==> src/rtl/bcd_to_bin_pkg.sv <==
// Shared definitions for the BCD-to-binary converter: FSM state encoding and
// the digit geometry / correction constants of the reverse double-dabble step.
// No ports; imported by every other file of the converter.
package bcd_to_bin_pkg;

    typedef enum logic [1:0] {
        IDLE = 2'd0,
        OP   = 2'd1,
        DONE = 2'd2
    } state_t;

    localparam int NUM_DIGITS = 4;
    localparam int DIGIT_W    = 4;
    // A shifted digit at or above 8 held a borrowed "10" from its upper
    // neighbour; subtracting 3 turns that binary 16/2 = 8 into the decimal 5.
    localparam int ADJ_THRESH = 8;
    localparam int ADJ_VAL    = 3;

endpackage

==> src/rtl/bcd_to_bin_if.sv <==
// Handshake/data bundle between a controller and the BCD-to-binary converter.
// master: drives start and the four BCD digits, observes ready/done_tick/bin.
// slave : the converter side, the mirror image of master.
interface bcd_to_bin_if #(
    parameter int W = 14
);
    logic         start;
    logic [3:0]   bcd3;
    logic [3:0]   bcd2;
    logic [3:0]   bcd1;
    logic [3:0]   bcd0;
    logic         ready;
    logic         done_tick;
    logic [W-1:0] bin;

    modport master (
        output start, bcd3, bcd2, bcd1, bcd0,
        input  ready, done_tick, bin
    );

    modport slave (
        input  start, bcd3, bcd2, bcd1, bcd0,
        output ready, done_tick, bin
    );
endinterface

==> src/rtl/bcd_to_bin_digit_adj.sv <==
// Purpose: per-digit correction of one reverse double-dabble step (>=8 -> -3).
// Latency: combinational, zero cycles.
// Backpressure: none; pure function of din_i.
// Ports: din_i - digit after the right shift, dout_o - corrected digit.
module bcd_digit_adj
    import bcd_to_bin_pkg::*;
(
    input  logic [DIGIT_W-1:0] din_i,
    output logic [DIGIT_W-1:0] dout_o
);

    always_comb begin
        dout_o = din_i;
        if (din_i >= DIGIT_W'(ADJ_THRESH)) begin
            dout_o = din_i - DIGIT_W'(ADJ_VAL);
        end
    end

endmodule

==> src/rtl/bcd_to_bin.sv <==
// Purpose: 4-digit packed BCD to unsigned binary, one result bit per clock.
// Latency: done_tick W cycles after the start edge; one conversion per W+2 cycles.
// Backpressure: start is only accepted while ready=1, otherwise ignored.
// Ports: clk, reset (synchronous, active-high); bus (slave modport) carries
//        start/bcd3..bcd0 in and ready/done_tick/bin out.
module bcd_to_bin
    import bcd_to_bin_pkg::*;
#(
    parameter int W = 14
) (
    input  logic         clk,
    input  logic         reset,
    bcd_to_bin_if.slave  bus
);

    localparam int CNT_W = $clog2(W + 1);
    localparam int REG_W = NUM_DIGITS * DIGIT_W;

    state_t             state_q, state_d;
    logic [CNT_W-1:0]   cnt_q,   cnt_d;
    logic [REG_W-1:0]   dig_q,   dig_d;
    logic [W-1:0]       bin_q,   bin_d;

    logic [REG_W-1:0]   dig_shift;
    logic [REG_W-1:0]   dig_adj;

    // The whole digit string shifts as one register; each digit's LSB falls
    // into the MSB of the digit below, and d0's LSB leaves toward bin.
    assign dig_shift = dig_q >> 1;

    for (genvar g = 0; g < NUM_DIGITS; g++) begin : g_adj
        bcd_digit_adj u_adj (
            .din_i  (dig_shift[g*DIGIT_W +: DIGIT_W]),
            .dout_o (dig_adj[g*DIGIT_W +: DIGIT_W])
        );
    end

    always_ff @(posedge clk) begin
        if (reset) begin
            state_q <= IDLE;
            cnt_q   <= '0;
            dig_q   <= '0;
            bin_q   <= '0;
        end else begin
            state_q <= state_d;
            cnt_q   <= cnt_d;
            dig_q   <= dig_d;
            bin_q   <= bin_d;
        end
    end

    always_comb begin
        state_d = state_q;
        cnt_d   = cnt_q;
        dig_d   = dig_q;
        bin_d   = bin_q;

        case (state_q)
            IDLE: begin
                if (bus.start) begin
                    dig_d   = {bus.bcd3, bus.bcd2, bus.bcd1, bus.bcd0};
                    bin_d   = '0;
                    cnt_d   = CNT_W'(W);
                    state_d = OP;
                end
            end
            OP: begin
                dig_d = dig_adj;
                bin_d = {dig_q[0], bin_q[W-1:1]};
                cnt_d = cnt_q - CNT_W'(1);
                // cnt_q==1 means this edge performs the last iteration.
                if (cnt_q == CNT_W'(1)) begin
                    state_d = DONE;
                end
            end
            DONE: begin
                state_d = IDLE;
            end
            default: begin
                state_d = IDLE;
            end
        endcase
    end

    assign bus.ready     = (state_q == IDLE);
    assign bus.done_tick = (state_q == DONE);
    assign bus.bin       = bin_q;

endmodule

==> src/flat_wrapper.sv <==
// flat-port wrapper written by rule: the top's interface ports become plain ports
module bcd_to_bin_flat import bcd_to_bin_pkg::*;
#(
    parameter int W = 14
)
  (clk, reset, bus_start, bus_bcd3, bus_bcd2, bus_bcd1, bus_bcd0, bus_ready, bus_done_tick, bus_bin);
  bcd_to_bin_if #(.W(W)) bus_i ();
  input  logic clk;
  input  logic reset;
  input wire logic [$bits(bus_i.start)-1:0] bus_start;
  input wire logic [$bits(bus_i.bcd3)-1:0] bus_bcd3;
  input wire logic [$bits(bus_i.bcd2)-1:0] bus_bcd2;
  input wire logic [$bits(bus_i.bcd1)-1:0] bus_bcd1;
  input wire logic [$bits(bus_i.bcd0)-1:0] bus_bcd0;
  output wire logic [$bits(bus_i.ready)-1:0] bus_ready;
  output wire logic [$bits(bus_i.done_tick)-1:0] bus_done_tick;
  output wire logic [$bits(bus_i.bin)-1:0] bus_bin;
  assign bus_i.start = bus_start;
  assign bus_i.bcd3 = bus_bcd3;
  assign bus_i.bcd2 = bus_bcd2;
  assign bus_i.bcd1 = bus_bcd1;
  assign bus_i.bcd0 = bus_bcd0;
  assign bus_ready = bus_i.ready;
  assign bus_done_tick = bus_i.done_tick;
  assign bus_bin = bus_i.bin;
  bcd_to_bin #(.W(W)) u_core (.clk(clk), .reset(reset), .bus(bus_i));
endmodule
==> config.mk <==
export PLATFORM = sky130hd
export DESIGN_NAME = bcd_to_bin_flat
export DESIGN_NICKNAME = d
export VERILOG_FILES = /design/src/rtl/bcd_to_bin_pkg.sv /design/src/rtl/bcd_to_bin_if.sv /design/src/rtl/bcd_to_bin_digit_adj.sv /design/src/rtl/bcd_to_bin.sv /design/src/flat_wrapper.sv
export SDC_FILE = /design/constraint.sdc
export NUM_CORES = 1
export LEC_CHECK = 0
export ABC_AREA = 1
export BUFFER_PORTS_ARGS = -buffer_cell sky130_fd_sc_hd__buf_2
export CORE_MARGIN = 3
export CORE_UTILIZATION = 45
export DETAILED_ROUTE_END_ITERATION = 12
export PLACE_DENSITY = 0.67
export SYNTH_ARGS = -nofsm -noshare
export SYNTH_HDL_FRONTEND = slang
export SYNTH_SLANG_ARGS = --single-unit
==> constraint.sdc <==
create_clock -name clk -period 1.9 [get_ports clk]
set_clock_uncertainty 0.2 [all_clocks]
set_input_delay 0.38 -clock clk [delete_from_list [all_inputs] [get_ports clk]]
set_output_delay 0.38 -clock clk [all_outputs]
set_load 0.05 [all_outputs]
* Word-level counts from Yosys, hierarchy flattened
Index checks and enable logic that the tools add are counted. W data, S select, Z words.
Operators by class: add/sub/neg operators 5, order comparisons 4, equal/unequal tests 5, mux-type cells 13, reductions and logical operators 4
Operators by type and width (count):
- $pmux W16 S2 | 1
- $pmux W14 S2 | 1
- $mux W4 | 5
- $mux W16 | 1
- $mux W14 | 1
- $ge A4 B4 Y1 const B | 3
- $sub A4 B2 Y4 const B | 3
- $pmux W4 S2 | 1
- $eq A4 B1 Y1 const B | 1
- $ge A3 B4 Y1 const B | 1
- $mux W2 | 2
- $pmux W2 S2 | 1
- $reduce_and A2 Y1 | 2
- $sub A3 B2 Y4 const B | 1
- $sub A4 B1 Y4 const B | 1
- $eq A2 B1 Y1 const B | 1
- $eq A2 B2 Y1 const B | 1
- $logic_not A2 Y1 | 1
- $ne A2 B1 Y1 const B | 1
- $ne A2 B2 Y1 const B | 1
- $reduce_bool A2 Y1 | 1
Word-level totals: flip-flop bits (word level) 36, bits of input ports 19, output and inout port bits 16, word-level logic and storage cells 35

* Logic depth before layout (Yosys ltp)
Gate-level depths: netlist of run 1.
depth after elaboration 3, gate-level depth with buffers 8, depth with buffers taken out 7

* Modules after synthesis
From an unflattened synthesis of run 1, not the netlist that was laid out.
Second synthesis, totals: cells, all modules 304, area, all modules 1958.1 um^2
By module, submodules not included:
- bcd_to_bin | times used 1, cells an instance 240, area each 1602.8 um^2, seq. area each 720.7 um^2
- bcd_digit_adj | times used 4, cells an instance 16, area each 88.8 um^2, seq. area each 0.0 um^2

* Least setup slack after synthesis of run 1
Ideal clock, no wire load.
path kind reg-to-output, from register u_core.state_q[1], to output port bus_done_tick, data arrival time 1130 ps, slack 190 ps, stages on the path, launching flop included 3, path buffers 0, cell sequence dfxtp_1 -> inv_2 -> nor2_1
Between the ends: cells in the longest elaborated chain, start to end 1
RTL lines:
- from (decl) | RTL line bcd_to_bin.sv:19 | state_t state_q, state_d;
- from (signal assigned) | RTL line bcd_to_bin.sv:45 | state_q <= state_d;
- $eq A2 B2 Y1 | RTL line bcd_to_bin.sv:86 | assign bus.done_tick = (state_q == DONE);
- to (decl) | RTL line flat_wrapper.sv:16 | output wire logic [$bits(bus_i.done_tick)-1:0] bus_done_tick;
Every way passes these cells.

* Final worst setup path of run 1
Ends and elaborated chain as after synthesis.

==> flow_summary.toml, run 1 <==
[floorplan]
design.portCount = 35
die_w_um = 68.24
fp.coreArea_mm2 = 0.003521
dieHeight_um = 68.24
start_util_pct = 49.50
die_area_mm2 = 0.004656
rows = 21

[job]
maxCapViolations = 0

[final_layout]
multi_input_area_um2 = 843.3
antenna_cells = 0
layout-drive-gt1-share_pct = 19.19
fin_cells = 317
num-fill-cells = 348
nets = 297
finish.utilization_pct = 57.57
seqCellArea_um2 = 720.7
area_growth_pct = 16.30

[clocking]
clock_path_buffers = 2
clk_pin_slew_ns = 0.07
cts-htree-levels = 2
cts_made_buffers = 5
cts.repair.resized = 0
postCtsSetupRepairBufs = 0
cts_root_buf = "clkbuf_8"
cts_sinks = 36
cts_hold_buf = 0
clk_latency_ns = 0.28
tritoncts = "yes"

[timing]
max_slew.worst_pin.slew_ns = 0.5626
final.min_clock_period_ns = 1.724
final_max_slew_viol_count = 0
period_share_pct = 90.76
hold_viol_final = 0
fmax_mhz = 579.9
setup_viol = 0
setup_tns_ns = 0
rsz0062_at_grt = "no"
whs_ns = 0.1385
relSlewSlack_pct = 62.45

[min_path]
hold_class = "in -> reg"
holdCritStartpoint = "bus_bcd3[3]"

[synthesis]
syn_inst = 239
yosys_warnings = 0
seq_area_frac_synth_pct = 41.35
avgSynthCellArea_um2 = 7.293
synth_nets = 266
synth_edf_count = 0
synth_top_area_share_pct = 41.35
synth_top_cells_by_count = "nand2_1 (58), dfxtp_1 (36), a21oi_1 (30)"
synth_area_leaders = "dfxtp_1 (41%), nand2_1 (12%), a21oi_1 (8.6%), o21ai_0 (8.3%), ha_1 (5.7%)"
yosys.area.top_type = "dfxtp_1"
synth_ff_type = "dfxtp_1"
synth_most_common_cell = "nand2_1"
async_reset_ff_share_pct = 0
ys_seq_elements = 36
syn-cell-area_mm2 = 0.001743
yosys.cell_types.count = 23

[worst_setup_path]
crit_type = "reg -> out"
critical_path.startpoint_type = "register"
cp-end-kind = "primary output"
critPathRequiredTime_ns = 1.32
startpoint = "u_core.state_q[1]"
r2r-start = "u_core.state_q[1]"
rrSetupSlack_ns = 0.30
cp_max_fo = 4
crit_arrival_ns = 1.14

[routing]
postRouteWirelength_um = 3650
viasPerCell = 4.978
ant_nets = 0
dr.first_iter.drc_count = 118
vias = 1578
dr.pass1.iters = 5
drc = 0
routedWlPerCell_um = 11.51

[grt]
grt_usage_pct = 16.75
grt_antenna_before_repair = 0
grt_max_degree = 31
gr-total-overflow = 0
grt_pass1_vias = 1364
grt_pass1_wl_um = 5858

[power]
p_total_w = 0.001892
p_leak_nw = 0.9226
peakVddDrop_uv = 814.3
power_per_cell_area_mw_per_mm2 = 933.6

[place]
place_inst = 309
gp_congestion = 0.7460
dp_hpwl_um = 2479
numPortBuffers = 34

[status]
status = "finished, final reports clean"
-- critical path: stages (launching register included) --
cell and delay, ns:
dfxtp_1 0.40, inv_2 0.10, nor2_1 0.09, buf_2 0.26
-- through the flow --
stage	instance area, um^2	setup slack [ns]
floorplan	1743	0.1897
global placement	1919	0.2888
detailed placement	1919	0.2717
CTS	2027	0.1616
global route	2027	0.1227
finish	2027	0.1756
-- cell families after synthesis --
kind of cell | Yosys count | synth area share, %
simple gates | 90 | 22.54
buf+inv | 38 | 10.26
compound gates | 67 | 20.10
flops | 36 | 41.35
fa+ha+maj | 8 | 5.743
-- metal layers --
| layer | track usage, % | wire (um) | vias up |
|---|---|---|---|
| li1 | - | - | 838 |
| met1 | 21.19 | 1738 | 707 |
| met2 | 27.08 | 1712 | 28 |
| met3 | 4.762 | 149 | 5 |
| met4 | 5.955 | 49 | 0 |
| met5 | 0 | 0 | - |
-- layout make-up --
class,instances,share of cell area [%]
Clock inverter,2,1.728
Sequential cell,36,35.56
Tap cell,46,2.840
Inverter,26,4.938
Timing Repair Buffer,36,9.753
Multi-Input combinational cell,165,41.61
Clock buffer,6,3.580
-- sequential cells by signal, indices dropped and copies added (netlist names) --
register	count
u_core.state_q	2
u_core.cnt_q	4
u_core.bus.bin	14
u_core.dig_q	16
-- power by group --
group | switching (W) | leakage [nW] | internal [W]
combinational | 0.000240 | 0.572 | 0.000127
sequential | 0.0000432 | 0.295 | 0.000814
clock | 0.000278 | 0.0552 | 0.000389
-- final timing paths --
path / to / depth (start not counted)
worst min register to register: u_core.bus.bin[13] / 2
worst max register to register: u_core.dig_q[4] / 7
worst min-delay path: u_core.dig_q[15] / 3
worst max-delay path: bus_done_tick / 3
-- placed cells by master (no fill, tap or decap), drive strengths merged --
cell type	n
clkbuf	6
nand3	16
o22ai	3
ha	8
a21oi	31
nor2	11
o211ai	3
buf	36
o21ai	30
clkinv	1
nand2	62
inv	26
bufinv	1
nand4	1
dfxtp	36
No activity file was read; power rests on OpenSTA's default activity.
==> inputs of run 2 (changes only) <==
clock period = 1.8 ns   (was 1.9 ns; I/O delays follow)
==> run 2 against run 1 <==
Against the previous run: utilization is essentially flat; sequential power grew 5.7%; final area is essentially flat; register-to-register slack is essentially flat; clock power shrank 10%; worst setup slack lost 0.011 ns; sequential share of layout area grew 0.084 points; via count is the same; non-clock buffer count grew 3; critical path type unchanged.
==> flow_summary.toml, run 2 (same netlist as run 1, synthesis figures left out) <==
[status]
status = "finished, final reports clean"

[grt]
grt_usage_pct = 17.19
grt_pass1_wl_um = 5954
grt_max_degree = 24
grt_antenna_before_repair = 0
grt_pass1_vias = 1354
gr-total-overflow = 0

[power]
p_leak_nw = 0.9291
peakVddDrop_uv = 585.0
power_per_cell_area_mw_per_mm2 = 932.8

[min_path]
hold_class = "in -> reg"
holdCritStartpoint = "bus_bcd3[3]"

[timing]
hold_viol_final = 0
final.min_clock_period_ns = 1.636
whs_ns = 0.1230
relSlewSlack_pct = 82.23
final_max_slew_viol_count = 0
setup_tns_ns = 0
fmax_mhz = 611.3
setup_viol = 0
max_slew.worst_pin.slew_ns = 0.2663
period_share_pct = 90.88
rsz0062_at_grt = "no"

[final_layout]
finish.utilization_pct = 57.53
mostFrequentLayoutCell = "nand2_1"
layout_common_cells = "nand2_1 (58), dfxtp_1 (35), buf_2 (33), a21oi_1 (30), o21ai_0 (29)"
largest_reg_flops = 16
multi_input_area_um2 = 843.3
fin_cells = 320
num-fill-cells = 358
antenna_cells = 0
nets = 300
seqCellArea_um2 = 721.9
area_growth_pct = 16.22
layout-drive-gt1-share_pct = 20.80
top_register = "u_core.dig_q"
finalInstanceArea_mm2 = 0.002026

[worst_setup_path]
crit_type = "reg -> out"
critical_path.startpoint_type = "register"
startpoint = "u_core.state_q[1]"
crit_arrival_ns = 1.08
cp_max_fo = 4
cp-end-kind = "primary output"
r2r-start = "u_core.state_q[1]"
critPathRequiredTime_ns = 1.24

[routing]
drc = 0
dr.pass1.iters = 4
ant_nets = 0
dr.first_iter.drc_count = 157
routedWlPerCell_um = 11.46
viasPerCell = 4.931
vias = 1578
postRouteWirelength_um = 3667

[clocking]
cts_sinks = 36
clk_pin_slew_ns = 0.07
cts-htree-levels = 2
tritoncts = "yes"
cts_hold_buf = 0
cts_root_buf = "clkbuf_8"
clock_path_buffers = 2
postCtsSetupRepairBufs = 0
clk_latency_ns = 0.29
cts_made_buffers = 5

[floorplan]
start_util_pct = 49.50
design.portCount = 35
die_w_um = 68.24
rows = 21
fp.coreArea_mm2 = 0.003521
dieHeight_um = 68.24
die_area_mm2 = 0.004656

[place]
placed_area_mm2 = 0.001929
place_inst = 312
numPortBuffers = 34
dp_hpwl_um = 2548
gp_congestion = 0.7607

[job]
maxCapViolations = 0
==> run 2: critical path: stages (launching register included) <==
cell and delay, ns:
dfxtp_2 0.37, inv_2 0.08, nor2_1 0.10, clkbuf_4 0.24
==> run 2: power breakdown <==
group          internal, W  switching (W)  total (W)
sequential        0.000860      0.0000463   0.000906
combinational     0.000133       0.000253   0.000385
clock             0.000305       0.000293   0.000598
==> run 2: stage by stage <==
| stage | total power (W) | worst slack, ns |
|---|---|---|
| 2_1_floorplan | 0.001227 | 0.1097 |
| 3_3_place_gp | 0.001300 | 0.2813 |
| 3_5_place_dp | 0.001307 | 0.2381 |
| 4_1_cts | 0.001900 | 0.06047 |
| 5_1_grt | 0.001989 | 0.07083 |
| 6_report | 0.001890 | 0.1642 |
==> run 2: layer usage <==
| metal | vias up | track usage [%] | routed length, um |
|---|---|---|---|
| li1 | 844 | - | - |
| met1 | 702 | 22.38 | 1808 |
| met2 | 30 | 26.35 | 1650 |
| met3 | 2 | 3.941 | 177 |
| met4 | 0 | 8.933 | 30 |
| met5 | - | 0 | 0 |
==> run 2: repair_timing <==
action,4_1_cts,5_1_grt
endpoints found under the setup margin,0,1
resized for setup,0,2
endpoints found under the hold margin,0,0
==> run 2: worst paths after layout <==
check                            to  slack [ns]  cells past startpoint
hold / removal     u_core.dig_q[15]        0.12                      3
setup reg to reg    u_core.dig_q[0]        0.29                      7
setup / recovery      bus_done_tick        0.16                      3
hold reg to reg   u_core.bus.bin[0]        0.27                      2
==> run 2: layout make-up <==
cell class	instances	area share, %
clock inverters	2	0.4941
repair buffers	39	10.38
clock buffers	6	4.077
well taps	46	2.841
flip-flops and latches	36	35.64
inverters	26	4.941
multi-input cells	165	41.63
